`config.mk`:
```
export PLATFORM = sky130hd
export DESIGN_NAME = tdm_demux8
export DESIGN_NICKNAME = d
export VERILOG_FILES = /design/src/rtl/tdm_demux8.sv
export SDC_FILE = /design/constraint.sdc
export NUM_CORES = 1
export LEC_CHECK = 0
export ABC_CLOCK_PERIOD_IN_PS = 2520
export BUFFER_PORTS_ARGS = -buffer_cell sky130_fd_sc_hd__buf_2
export CORE_ASPECT_RATIO = 1.2
export CORE_MARGIN = 3
export CORE_UTILIZATION = 40
export CTS_CLUSTER_DIAMETER = 120
export DETAILED_ROUTE_END_ITERATION = 12
export GPL_ROUTABILITY_DRIVEN = 0
export PLACE_DENSITY = 0.65
export SLEW_MARGIN = 5
export SYNTH_ARGS = -nofsm -noshare
export SYNTH_HDL_FRONTEND = slang
export SYNTH_SLANG_ARGS = --single-unit
```
`constraint.sdc`:
```
create_clock -name clk -period 2.52 [get_ports clk]
set_clock_uncertainty 0.2 [all_clocks]
set_input_delay 0.378 -clock clk [delete_from_list [all_inputs] [get_ports clk]]
set_output_delay 0.378 -clock clk [all_outputs]
set_load 0.01 [all_outputs]
```
`src/rtl/tdm_demux8.sv`:
```
// tdm_demux8: 1-to-8 demux of a serial bit stream; addressed (per-bit select) or sequenced (LSB-first frame assembly).
// Latency: 1 clock from the sampling edge to Y/frame/slot; frame_valid/frame_err pulse in the cycle after that edge.
// Backpressure: none; din_valid qualifies each bit and the block always accepts, so a frame may be stretched indefinitely.
module tdm_demux8 #(
  parameter int N_CH  = 8,
  parameter int SEL_W = 3
) (
  input  logic             clk,
  input  logic             rst,
  input  logic             din,
  input  logic             din_valid,
  input  logic             sof,
  input  logic             sel_mode,
  input  logic [SEL_W-1:0] sel,
  output logic [N_CH-1:0]  Y,
  output logic [N_CH-1:0]  frame,
  output logic             frame_valid,
  output logic [SEL_W-1:0] slot,
  output logic             frame_err
);

  // Two-state frame collector; IDLE waits for sof, COLLECT fills slots 1..N_CH-1.
  localparam logic [0:0] ST_IDLE    = 1'b0;
  localparam logic [0:0] ST_COLLECT = 1'b1;

  localparam logic [SEL_W-1:0] LAST_SLOT = SEL_W'(N_CH - 1);
  localparam logic [SEL_W-1:0] ONE_SLOT  = SEL_W'(1);

  // Registered state
  logic [0:0]       r_state;
  logic [SEL_W-1:0] r_slot;
  logic [N_CH-1:0]  r_shadow;
  logic [N_CH-1:0]  r_y;
  logic [N_CH-1:0]  r_frame;
  logic             r_frame_valid;
  logic             r_frame_err;

  // Decoded events for this cycle
  logic             w_seq_sof;
  logic             w_seq_bit;
  logic             w_done;
  logic             w_restart;
  logic [N_CH-1:0]  w_frame_dat;

  // Next-state values
  logic [0:0]       w_state_nxt;
  logic [SEL_W-1:0] w_slot_nxt;
  logic [N_CH-1:0]  w_shadow_nxt;
  logic [N_CH-1:0]  w_y_nxt;

  // Classify the sampled bit: a sof in sequenced mode always (re)starts a frame; a plain bit only counts while collecting.
  always_comb begin
    w_seq_sof = sel_mode & din_valid & sof;
    w_seq_bit = sel_mode & din_valid & ~sof & (r_state == ST_COLLECT);
    w_done    = w_seq_bit & (r_slot == LAST_SLOT);
    w_restart = w_seq_sof & (r_state == ST_COLLECT);
  end

  // Completed frame is the shadow with the final bit dropped into the top slot.
  always_comb begin
    w_frame_dat           = r_shadow;
    w_frame_dat[N_CH-1]   = din;
  end

  // Shadow register: cleared outside sequenced mode, reseeded on every sof, otherwise filled one slot per bit.
  always_comb begin
    w_shadow_nxt = r_shadow;
    if (!sel_mode) begin
      w_shadow_nxt = '0;
    end else if (w_seq_sof) begin
      w_shadow_nxt    = '0;
      w_shadow_nxt[0] = din;
    end else if (w_seq_bit) begin
      w_shadow_nxt[r_slot] = din;
    end
  end

  // Slot counter and FSM: sof moves to slot 1 / COLLECT, the last bit wraps to slot 0 / IDLE.
  always_comb begin
    w_slot_nxt  = r_slot;
    w_state_nxt = r_state;
    if (!sel_mode) begin
      w_slot_nxt  = '0;
      w_state_nxt = ST_IDLE;
    end else if (w_seq_sof) begin
      w_slot_nxt  = ONE_SLOT;
      w_state_nxt = ST_COLLECT;
    end else if (w_done) begin
      w_slot_nxt  = '0;
      w_state_nxt = ST_IDLE;
    end else if (w_seq_bit) begin
      w_slot_nxt  = r_slot + ONE_SLOT;
    end
  end

  // Output bus: one addressed bit per valid cycle, or the whole frame on completion.
  always_comb begin
    w_y_nxt = r_y;
    if (!sel_mode) begin
      if (din_valid) begin
        w_y_nxt[sel] = din;
      end
    end else if (w_done) begin
      w_y_nxt = w_frame_dat;
    end
  end

  // Collector state registers.
  always_ff @(posedge clk) begin
    if (rst) begin
      r_state  <= ST_IDLE;
      r_slot   <= '0;
      r_shadow <= '0;
    end else begin
      r_state  <= w_state_nxt;
      r_slot   <= w_slot_nxt;
      r_shadow <= w_shadow_nxt;
    end
  end

  // Output registers; the two pulses default low every cycle.
  always_ff @(posedge clk) begin
    if (rst) begin
      r_y           <= '0;
      r_frame       <= '0;
      r_frame_valid <= 1'b0;
      r_frame_err   <= 1'b0;
    end else begin
      r_y           <= w_y_nxt;
      r_frame_valid <= w_done;
      r_frame_err   <= w_restart;
      if (w_done) begin
        r_frame <= w_frame_dat;
      end
    end
  end

  assign Y           = r_y;
  assign frame       = r_frame;
  assign frame_valid = r_frame_valid;
  assign slot        = r_slot;
  assign frame_err   = r_frame_err;

endmodule
```
[Word level (Yosys, flattened, before mapping)]
Index checks and enable logic that the tools add are counted.
Operators by class
  add/subtract/negate cells: 1
  order comparisons: 4
  eq/ne operators: 2
  muxes and demuxes: 16
  bitwise logic cells: 8
  reduce and logical (&&, ||, !) cells: 10
Operators by type and width (number)
  $mux W8: 3
  $bwmux W8: 2
  $mux W1: 9
  $lt A3 B4 Y1 const B: 2
  $and A1 B1 Y1: 6
  $demux W1 S3: 2
  $ge A3 B1 Y1 const B: 2
  $reduce_bool A2 Y1: 3
  $reduce_or A4 Y1: 1
  $add A3 B1 Y3 const B: 1
  $eq A3 B3 Y1 const B: 1
  $reduce_bool A3 Y1: 1
  $reduce_or A3 Y1: 1
  $logic_and A1 B1 Y1: 2
  $ne A2 B1 Y1 const B: 1
  $not A1 Y1: 2
  $reduce_and A2 Y1: 1
  $reduce_or A2 Y1: 1
Storage, ports and cells
  register bits after elaboration: 30
  input bits: 9
  output and inout bits: 21
  logic and storage cells: 50

[Longest topological paths before layout]
Gate-level depths: netlist of run 1.
  word-level depth: 7
  depth in mapped cells: 6
  gate-level depth less buffers: 5

[Worst setup path before layout of run 1]
OpenSTA, ideal clock, no wires.
  kind: register -> register
  from: register r_slot[1], in the netlist slot[1]
  to: register r_y[3], in the netlist Y[3]
  setup time: 0.123 ns
  arrival: 1.559 ns
  required time: 2.197 ns
  slack: 0.637 ns
  cell stages (with the launch flop): 6
  buffers on the path: 0
  clock period less this slack: 1.883 ns
  cells stage by stage: dfxtp_1 -> ha_1 -> ha_1 -> nand4b_4 -> a22oi_1 -> mux2_1
On the way
  cells in the longest elaborated chain, start to end: 4
RTL lines
  start: declaration: RTL line 31  | logic [SEL_W-1:0] r_slot;
  start signal: assignment: RTL line 116  | r_slot <= w_slot_nxt;
  $eq A3 B3 Y1: RTL line 55  | w_done = w_seq_bit & (r_slot == LAST_SLOT);
  $and A1 B1 Y1: RTL line 55
  $ne A2 B1 Y1 (no line)
  $reduce_and A2 Y1 (no line)
  end signal: assignment: RTL line 129  | r_y <= w_y_nxt;
  end: declaration: RTL line 33  | logic [N_CH-1:0] r_y;
No other way between the ends.
A chain may end at the register's enable or synchronous reset.

[Worst setup path after layout of run 1]
  from: register r_slot[0], in the netlist slot[0]
  to: register r_y[6], in the netlist Y[6]
The elaborated chain is that of the path after synthesis.

==> flow_metrics.py, run 1 <==
metrics = {
    "logic_synthesis": {
        "synth-main-ff-cell": "dfxtp_1",
        "ys_async_sr_fraction_pct": 0,
        "ys_ff_latch": 29,
        "synth_nets": 174,
        "netlist_instances": 163,
        "synth-edff-count": 0,
        "netlist_area_um2": 1510,
        "synth_cell_types": 34,
        "ys_seq_area_share_pct": 38.4,
        "yosysWarnings": 0,
        "postSynthAreaPerCell_um2": 9.27,
    },
    "timing": {
        "fin_tns_setup_ns": 0,
        "finalCritPeriodShare_pct": 84.4,
        "rsz0062_at_grt": "false",
        "final_hold_viol_count": 0,
        "slew_headroom_pct": 56.2,
        "fmax_mhz": 470,
        "tightest_slew_ns": 0.656,
        "drv_slew": 0,
        "setup_viol": 0,
        "period_minus_slack_ns": 2.13,
    },
    "drt": {
        "met1_length_mm": 1.65,
        "avgViaCountPerCell": 5.38,
        "first_pass_iters": 4,
        "post_drt_wl_per_cell_um": 14.8,
        "wl_mm": 3.57,
        "drtIter0Drc": 86,
        "ant_nets": 0,
        "vias": 1303,
        "route.met3.wl_um": 148,
        "wl_met2_mm": 1.72,
        "top_layer": "met4",
        "route.detailed.drc": 0,
    },
    "global_route": {
        "grt_use_total_pct": 17.5,
        "grt_max_degree": 21,
        "antenna_found_initial": 0,
        "grt_overflow_total": 0,
        "grt_pass1_vias": 1250,
        "grt_pass1_wl_mm": 5.86,
    },
    "min_path": {
        "hold_depth": 2,
        "hp-class": "input pin to flip-flop",
        "hp-start": "rst",
        "hold_path_end": "frame[0]$_SDFFE_PP0P_",
    },
    "die": {
        "fp-row-count": 23,
        "start_util_pct": 43.4,
        "dieArea_um2": 4550,
        "die_y_um": 73.3,
        "io_pins": 30,
        "die_w_um": 62.1,
        "core_area_um2": 3480,
    },
    "worst_setup_path": {
        "cp-end-kind": "flip-flop",
        "rrSetupSlack_ns": 0.39,
        "ff2ff_path_depth": 5,
        "cp_cell_sequence": "ha_1 > ha_1 > nand4b_4 > a22oi_1 > mux2_1",
        "critical-path-top-delay-family": "flip-flops",
        "rr_startpoint": "slot[0]$_SDFFE_PP0P_",
        "path_buf_inv": 0,
        "cp.arrival_ns": 2.09,
        "critPathSlowestCell": "dfxtp_1",
        "cp_max_fo": 11,
        "cpMostUsedCell": "ha_1",
        "crit_type": "flip-flop to flip-flop",
        "reg2reg_to": "Y[6]$_SDFFE_PP0P_",
        "crit_required_ns": 2.49,
        "critPathMaxStageDelay_ns": 0.54,
        "cp-start-kind": "flip-flop",
    },
    "cts": {
        "clockBufferDepth": 2,
        "clkLatencyLatePin_ns": 0.28,
        "cts_made_buffers": 5,
        "cts_tree": "built",
        "hold_buffers": 0,
        "post_cts_resized": 0,
        "clkTransAtPathRegs_ns": 0.06,
        "cts.sinks": 29,
        "cts_htree_levels": 2,
        "cts_setup_buffers": 0,
        "root_buffer": "clkbuf_8",
    },
    "layout": {
        "diodes": 0,
        "post_route_cells_drive_above_1_share_pct": 24.5,
        "n_fill_cell": 346,
        "layout_common_cells": "dfxtp_1 (29), buf_2 (29), nand3_1 (17), mux2i_1 (15), a21oi_1 (12)",
        "fin_util_pct": 50.6,
        "nets": 202,
        "area_delta_synth_final_pct": 16.7,
    },
    "placed_design": {
        "dp_hpwl_mm": 2.49,
        "io_buffers": 29,
    },
    "outcome": {
        "outcome": "finished clean",
    },
    "power": {
        "vdd_drop_max_mv": 0.328,
        "powerDensity_nw_per_um2": 516,
        "p_leak_nw": 0.778,
        "design_power_total_uw": 908,
    },
    "run": {
        "cap_violations": 0,
    },
}
flip-flops by register name, summed over array words and instances (netlist names):
name and flops:
r_shadow 7, r_state 1, Y 8, frame_valid 1, frame_err 1, slot 3
frame 8
synth_stat cells, types with 2 or more instances:
cell type	n	area (um2)
a21oi_1	12	60.1
a22oi_1	3	22.5
a22oi_2	3	37.5
buf_2	7	35.0
buf_4	2	15.0
clkbuf_1	2	7.51
dfxtp_1	29	581
ha_1	2	25.0
inv_1	2	7.51
mux2_1	7	78.8
mux2i_1	15	150
nand2_1	7	26.3
nand2b_1	3	18.8
nand3_1	17	85.1
nand3_2	2	20.0
nand3b_1	4	30.0
nand4b_1	2	17.5
nor2_1	8	30.0
nor2b_1	9	56.3
nor3_1	4	20.0
o21ai_0	4	20.0
o21ai_1	5	25.0
or3b_1	3	26.3
worst max path at each step:
stage / startpoint / end / cells past startpoint
2_1_floorplan: slot[1]$_SDFFE_PP0P_ / Y[3]$_SDFFE_PP0P_ / 5
3_3_place_gp: slot[0]$_SDFFE_PP0P_ / Y[6]$_SDFFE_PP0P_ / 5
3_5_place_dp: slot[0]$_SDFFE_PP0P_ / Y[6]$_SDFFE_PP0P_ / 5
4_1_cts: slot[0]$_SDFFE_PP0P_ / Y[6]$_SDFFE_PP0P_ / 5
5_1_grt: slot[0]$_SDFFE_PP0P_ / Y[3]$_SDFFE_PP0P_ / 5
6_report: slot[0]$_SDFFE_PP0P_ / Y[6]$_SDFFE_PP0P_ / 5
report_power, final:
part | internal, mW | switching (mW) | total [mW] | leakage, nW
logic | 0.0303 | 0.0449 | 0.0753 | 0.499
clock network | 0.191 | 0.176 | 0.367 | 0.0450
registers | 0.463 | 0.00327 | 0.466 | 0.234
total | 0.684 | 0.224 | 0.908 | 0.778
worst reg2reg max path, cell delays in order, from the launching register on:
cell	delay, ns
dfxtp_1	0.54
ha_1	0.22
ha_1	0.24
nand4b_4	0.20
a22oi_1	0.26
mux2_1	0.35
kinds of logic (layout without fill, tap and decap cells):
family	Yosys count	count (layout)	share of synthesized area [%]
and+or+nand+nor	64	64	26.1
DFF	29	29	38.4
AOI/OAI and AO/OA	32	32	13.6
muxes	22	22	15.2
buffers and inverters	14	43	5.05
adders and majority gates	2	2	1.66
layer usage:
| metal | track usage [%] | vias up |
|---|---|---|
| li1 | - | 645 |
| met1 | 21.8 | 624 |
| met2 | 27.9 | 27 |
| met3 | 4.75 | 7 |
| met4 | 7.08 | 0 |
| met5 | 0 | - |
cell type report:
cell class / instances / area [um2] / share of cell area, %
repair buffers: 33 / 175 / 9.94
clock buffers: 6 / 72.6 / 4.12
clock inverters: 2 / 10.0 / 0.568
well taps: 50 / 62.6 / 3.55
multi-input cells: 120 / 853 / 48.4
flip-flops and latches: 29 / 581 / 33.0
inverters: 2 / 7.51 / 0.426
metrics by stage:
step	instances	hold slack (ns)	instance area [um2]	setup slack, ns
final	242	0.165	1760	0.394
after global routing	242	0.187	1760	0.263
after CTS	242	0.158	1760	0.364
after detailed placement	234	0.257	1680	0.404
after global placement	234	0.260	1680	0.490
after floorplan	163	0.251	1510	0.637
Power figures use the tool's default switching activity.
==> run 2: changes to the inputs <==
- ABC_AREA: not set -> 1
- ABC_CLOCK_PERIOD_IN_PS: 2520 -> 1900
- PLACE_DENSITY: 0.65 -> 0.68
- clock period: 2.52 -> 1.9 ns (I/O delays scaled with it)
==> run 2 against run 1 <==
Total power up 55%. Non-clock buffer count is 2 lower. Combinational power rose by 65%. Cell count rose by 8.7%. Sequential power up 35%. Die area decreased by 3.2%. Highest routed layer unchanged.
==> flow_metrics.py, run 2 <==
metrics = {
    "die": {
        "core_area_um2": 3420,
        "io_pins": 30,
        "dieArea_um2": 4400,
        "fp-row-count": 23,
        "die_y_um": 72.1,
        "start_util_pct": 42.5,
        "die_w_um": 61.1,
    },
    "logic_synthesis": {
        "synth_nets": 205,
        "yosysWarnings": 0,
        "synth_most_common_cell": "nand2_1",
        "ys_async_sr_fraction_pct": 0,
        "yosys-top-cells-area": "dfxtp_1 (40%), nand2_1 (11%), nand3_1 (9.6%)",
        "synth-main-ff-cell": "dfxtp_1",
        "ys_seq_area_share_pct": 39.9,
        "netlist_area_um2": 1460,
        "synth_cell_types": 25,
        "ys_top_cells_by_count": "nand2_1 (41), dfxtp_1 (29), nand3_1 (28), a21oi_1 (21), nor2_1 (21)",
        "yosysTopAreaCell": "dfxtp_1",
        "netlist_instances": 194,
        "synth_top_area_share_pct": 39.9,
        "synth-edff-count": 0,
        "ys_ff_latch": 29,
        "postSynthAreaPerCell_um2": 7.51,
    },
    "global_route": {
        "antenna_found_initial": 0,
        "grt_overflow_total": 0,
        "grt_max_degree": 17,
        "grt_pass1_wl_mm": 5.52,
        "grt_pass1_vias": 1289,
        "grt_use_total_pct": 16.5,
    },
    "drt": {
        "avgViaCountPerCell": 5.15,
        "vias": 1355,
        "route.detailed.drc": 0,
        "ant_nets": 0,
        "drtIter0Drc": 72,
        "wl_mm": 3.11,
        "first_pass_iters": 4,
        "post_drt_wl_per_cell_um": 11.8,
    },
    "cts": {
        "clkTransAtPathRegs_ns": 0.06,
        "cts.sinks": 29,
        "cts_setup_buffers": 0,
        "cts_tree": "built",
        "root_buffer": "clkbuf_8",
        "hold_buffers": 0,
        "post_cts_resized": 0,
        "cts_htree_levels": 2,
        "cts_made_buffers": 5,
        "clockBufferDepth": 2,
        "clkLatencyLatePin_ns": 0.28,
    },
    "layout": {
        "post_route_cells_drive_above_1_share_pct": 26.5,
        "layout_commonest_cell": "nand2_1",
        "layout_common_cells": "nand2_1 (41), dfxtp_1 (29), buf_2 (29), nand3_1 (28)",
        "postLayoutCellArea_um2": 1710,
        "diodes": 0,
        "nets": 236,
        "area_delta_synth_final_pct": 17.4,
        "n_fill_cell": 341,
    },
    "worst_setup_path": {
        "ff2ff_path_depth": 7,
        "crit_start": "slot[0]$_SDFFE_PP0P_",
        "crit_required_ns": 1.88,
        "cp_max_fo": 16,
        "cp_cell_sequence": "ha_1 > ha_1 > nand3_4 > nand2_4 > nand3_1 > nand2_1 > nor2_1",
        "rr_startpoint": "slot[0]$_SDFFE_PP0P_",
        "rrSetupSlack_ns": 0.26,
        "cp-start-kind": "flip-flop",
        "cp.arrival_ns": 1.62,
        "crit_type": "flip-flop to flip-flop",
        "critPathMaxStageDelay_ns": 0.44,
        "critPathSlowestCell": "dfxtp_1",
        "reg2reg_to": "Y[4]$_SDFFE_PP0P_",
        "cpMostUsedCell": "ha_1",
        "cp-end-kind": "flip-flop",
    },
    "power": {
        "powerDensity_nw_per_um2": 825,
        "design_power_total_mw": 1.41,
        "p_seq_share_pct": 44.4,
        "power.switching_uw": 321,
        "internal_power_mw": 1.09,
        "comb_power_share_pct": 8.8,
        "p_leak_nw": 0.756,
        "vdd_drop_max_mv": 0.385,
        "p_clk_share_pct": 46.7,
        "swShare_pct": 22.8,
    },
    "min_path": {
        "hp-class": "input pin to flip-flop",
        "hold_path_end": "frame_valid$_SDFF_PP0_",
        "hold_depth": 2,
        "hp-start": "rst",
    },
    "timing": {
        "slew_headroom_pct": 82.6,
        "fin_tns_setup_ns": 0,
        "finalCritPeriodShare_pct": 86.2,
        "setup_slack_ns": 0.263,
        "tightest_slew_ns": 0.261,
        "final_hold_viol_count": 0,
        "setup_viol": 0,
        "drv_slew": 0,
        "rsz0062_at_grt": "false",
        "fmax_mhz": 611,
        "period_minus_slack_ns": 1.64,
        "hold_ws_ns": 0.130,
    },
    "placed_design": {
        "dp_hpwl_mm": 2.29,
        "placed_area_um2": 1590,
        "place_worst_setup_slack_ns": 0.251,
        "io_buffers": 29,
    },
    "run": {
        "cap_violations": 0,
    },
    "outcome": {
        "outcome": "finished clean",
    },
}
## run 2: cell types whose count changed after synthesis, sizes merged, moves of 9 or more
cell / delta
nand2: +37
a21oi: +17
nor2: +17
mux2i: -15
nand3: +12
inv: +10
nor2b: -9
## run 2: area by class of cell
cell class	count	area, um2	area share [%]
Clock buffer	7	86.3	5.05
Timing Repair Buffer	31	160	9.37
Tap cell	37	46.3	2.71
Clock inverter	1	30.0	1.76
Inverter	14	58.8	3.44
Multi-Input combinational cell	144	747	43.7
Sequential cell	29	581	34.0
## run 2: critical path, delay by kind of cell (launching register included)
family | cells | cell delay, ns
and+or+nand+nor | 5 | 0.51
DFF | 1 | 0.44
adders and majority gates | 2 | 0.38
## run 2: per-layer routing
layer	GRT usage (%)	up-vias	wire [um]
li1	-	703	-
met1	20.3	613	1440
met2	26.9	32	1450
met3	4.27	7	164
met4	6.51	0	59
met5	0	-	0
## run 2: worst max-delay path by stage
stage / cells after the start / end / slack, ns
4_1_cts: 7 / Y[4]$_SDFFE_PP0P_ / 0.25
3_5_place_dp: 7 / Y[4]$_SDFFE_PP0P_ / 0.25
2_1_floorplan: 9 / Y[7]$_SDFFE_PP0P_ / 0.17
5_1_grt: 7 / Y[4]$_SDFFE_PP0P_ / 0.07
6_report: 7 / Y[4]$_SDFFE_PP0P_ / 0.26
3_3_place_gp: 7 / Y[4]$_SDFFE_PP0P_ / 0.28
## run 2: power groups by stage
stage / Combinational [mW] / Sequential, mW / Clock, mW
3_3_place_gp: 0.124 / 0.640 / 0
6_report: 0.124 / 0.627 / 0.659
3_5_place_dp: 0.125 / 0.641 / 0
5_1_grt: 0.142 / 0.628 / 0.711
2_1_floorplan: 0.0886 / 0.645 / 0
4_1_cts: 0.125 / 0.627 / 0.678
## run 2: logic make-up after synthesis
| logic type | count (synthesis) | share of synthesized area, % |
|---|---|---|
| flip-flops | 29 | 39.9 |
| AND/OR/NAND/NOR | 108 | 35.8 |
| buffers and inverters | 21 | 8.85 |
| adder cells (fa/ha/maj) | 2 | 1.72 |
| AO/OA/AOI/OAI | 34 | 13.7 |
## run 2: through the flow
stage | util (%) | std cells
6_report | 49.9 | 263
2_1_floorplan | - | 194
5_1_grt | 49.9 | 263
3_5_place_dp | 46.5 | 255
3_3_place_gp | 46.5 | 255
4_1_cts | 49.9 | 263
==> run 3: changes to the inputs <==
- SETUP_SLACK_MARGIN: not set -> 0.5
==> run 3 against run 2 <==
Sequential cell count unchanged. Largest cell class unchanged. Global-route usage up 0.38 points. Cell count up 1.1%. Critical endpoint is now Y[6]$_SDFFE_PP0P_. Critical path depth down 1. Highest routed layer unchanged. Wire length up 11%.
==> flow_metrics.py, run 3 (synthesized netlist as in run 2, its figures left out) <==
metrics = {
    "global_route": {
        "antenna_found_initial": 0,
        "grt_use_total_pct": 16.9,
        "grt_pass1_vias": 1264,
        "grt_max_degree": 16,
        "grt_pass1_wl_mm": 5.58,
        "grt_overflow_total": 0,
    },
    "layout": {
        "postLayoutCellArea_um2": 1850,
        "nets": 240,
        "layout_commonest_cell": "nand2_1",
        "layout_common_cells": "nand2_1 (38), buf_2 (27), dfxtp_1 (26), nand3_1 (26), nor2_1 (21)",
        "regArea_um2": 589,
        "diodes": 0,
        "multi_input_comb_area_um2": 862,
        "post_route_cells_drive_above_1_share_pct": 36.2,
        "n_fill_cell": 331,
        "area_delta_synth_final_pct": 27.2,
    },
    "min_path": {
        "hp-class": "input pin to flip-flop",
        "hp-start": "rst",
    },
    "placed_design": {
        "io_buffers": 29,
        "dp_hpwl_mm": 2.35,
        "placed_area_um2": 1610,
    },
    "die": {
        "io_pins": 30,
        "die_w_um": 61.1,
        "start_util_pct": 42.5,
        "die_y_um": 72.1,
        "core_area_um2": 3420,
        "fp-row-count": 23,
        "dieArea_um2": 4400,
    },
    "cts": {
        "cts.sinks": 29,
        "clkLatencyLatePin_ns": 0.28,
        "cts_htree_levels": 2,
        "root_buffer": "clkbuf_8",
        "clockBufferDepth": 2,
        "clkTransAtPathRegs_ns": 0.06,
        "hold_buffers": 0,
        "cts_tree": "built",
        "cts_made_buffers": 5,
    },
    "timing": {
        "rsz0062_at_grt": "true",
        "fmax_mhz": 685,
        "tightest_slew_ns": 0.376,
        "finalCritPeriodShare_pct": 76.9,
        "fin_tns_setup_ns": 0,
        "setup_viol": 0,
        "final_hold_viol_count": 0,
        "slew_headroom_pct": 74.9,
        "period_minus_slack_ns": 1.46,
        "drv_slew": 0,
    },
    "worst_setup_path": {
        "rrSetupSlack_ns": 0.44,
        "crit_type": "flip-flop to flip-flop",
        "cp.arrival_ns": 1.44,
        "reg2reg_to": "Y[6]$_SDFFE_PP0P_",
        "cp-end-kind": "flip-flop",
        "cp-start-kind": "flip-flop",
        "cp_max_fo": 8,
        "cp-endpoint": "Y[6]$_SDFFE_PP0P_",
        "ff2ff_path_depth": 6,
        "crit_required_ns": 1.88,
        "rr_startpoint": "slot[1]$_SDFFE_PP0P_",
        "crit_start": "slot[1]$_SDFFE_PP0P_",
    },
    "drt": {
        "ant_nets": 0,
        "avgViaCountPerCell": 5.21,
        "post_drt_wl_per_cell_um": 13.0,
        "first_pass_iters": 4,
        "drtIter0Drc": 88,
        "wl_mm": 3.46,
        "vias": 1385,
        "route.detailed.drc": 0,
    },
    "run": {
        "cap_violations": 0,
    },
    "power": {
        "p_leak_nw": 0.772,
        "powerDensity_nw_per_um2": 684,
        "vdd_drop_max_mv": 0.527,
    },
    "outcome": {
        "outcome": "finished clean",
    },
}
[run 3: how the worst min path moves through the flow]
| stage | depth (start not counted) | slack [ns] | endpoint |
|---|---|---|---|
| 3_5_place_dp | 2 | 0.26 | frame[3]$_SDFFE_PP0P_ |
| 3_3_place_gp | 2 | 0.25 | r_state$_SDFFE_PP0P_ |
| 4_1_cts | 2 | 0.12 | frame_valid$_SDFF_PP0_ |
| 2_1_floorplan | 2 | 0.23 | r_shadow[1]$_SDFFE_PP0P_ |
| 5_1_grt | 2 | 0.15 | frame_valid$_SDFF_PP0_ |
| 6_report | 2 | 0.16 | frame_valid$_SDFF_PP0_ |
[run 3: through the flow]
step	hold WS [ns]	cells	power [mW]	setup slack [ns]	util [%]
2_1_floorplan	0.226	194	0.731	0.326	-
3_3_place_gp	0.250	253	0.762	0.288	47.1
3_5_place_dp	0.256	253	0.764	0.257	47.1
4_1_cts	0.120	266	1.28	0.438	51.7
5_1_grt	0.145	266	1.33	0.382	54.1
6_report	0.155	266	1.27	0.439	54.1
[run 3: power breakdown]
| group | internal (mW) | switching, mW |
|---|---|---|
| clock | 0.286 | 0.220 |
| sequential | 0.617 | 0.00701 |
| combinational | 0.0464 | 0.0912 |
| total | 0.950 | 0.318 |
[run 3: what timing repair did]
action | CTS | global route
endpoints found under the hold margin | 0 | 0
cloned | 1 | 0
endpoints found under the setup margin | 10 | 23
resized for setup | 4 | 21
buffers inserted | 5 | 0
pin swaps | 5 | 7
[run 3: area by class of cell]
class | instances | share of cell area (%)
multi-input combinational | 145 | 46.5
sequential | 29 | 31.8
timing repair buffer | 34 | 11.1
clock buffer | 7 | 4.66
inverter | 14 | 3.38
tap | 37 | 2.50
[run 3: layer usage]
layer  track usage [%]  routed length, um  up-vias
li1                  -                  -      711
met1              21.2               1510      632
met2              25.8               1660       34
met3              5.87                209        8
met4              7.47                 72        0
met5                 0                  0        -
[run 3: critical path: stages, from the launching register on]
cell and delay (ns):
dfxtp_4 0.35, ha_4 0.16, ha_4 0.16, nand3_4 0.18
nand2_8 0.11, a21oi_2 0.16, nor2_2 0.04
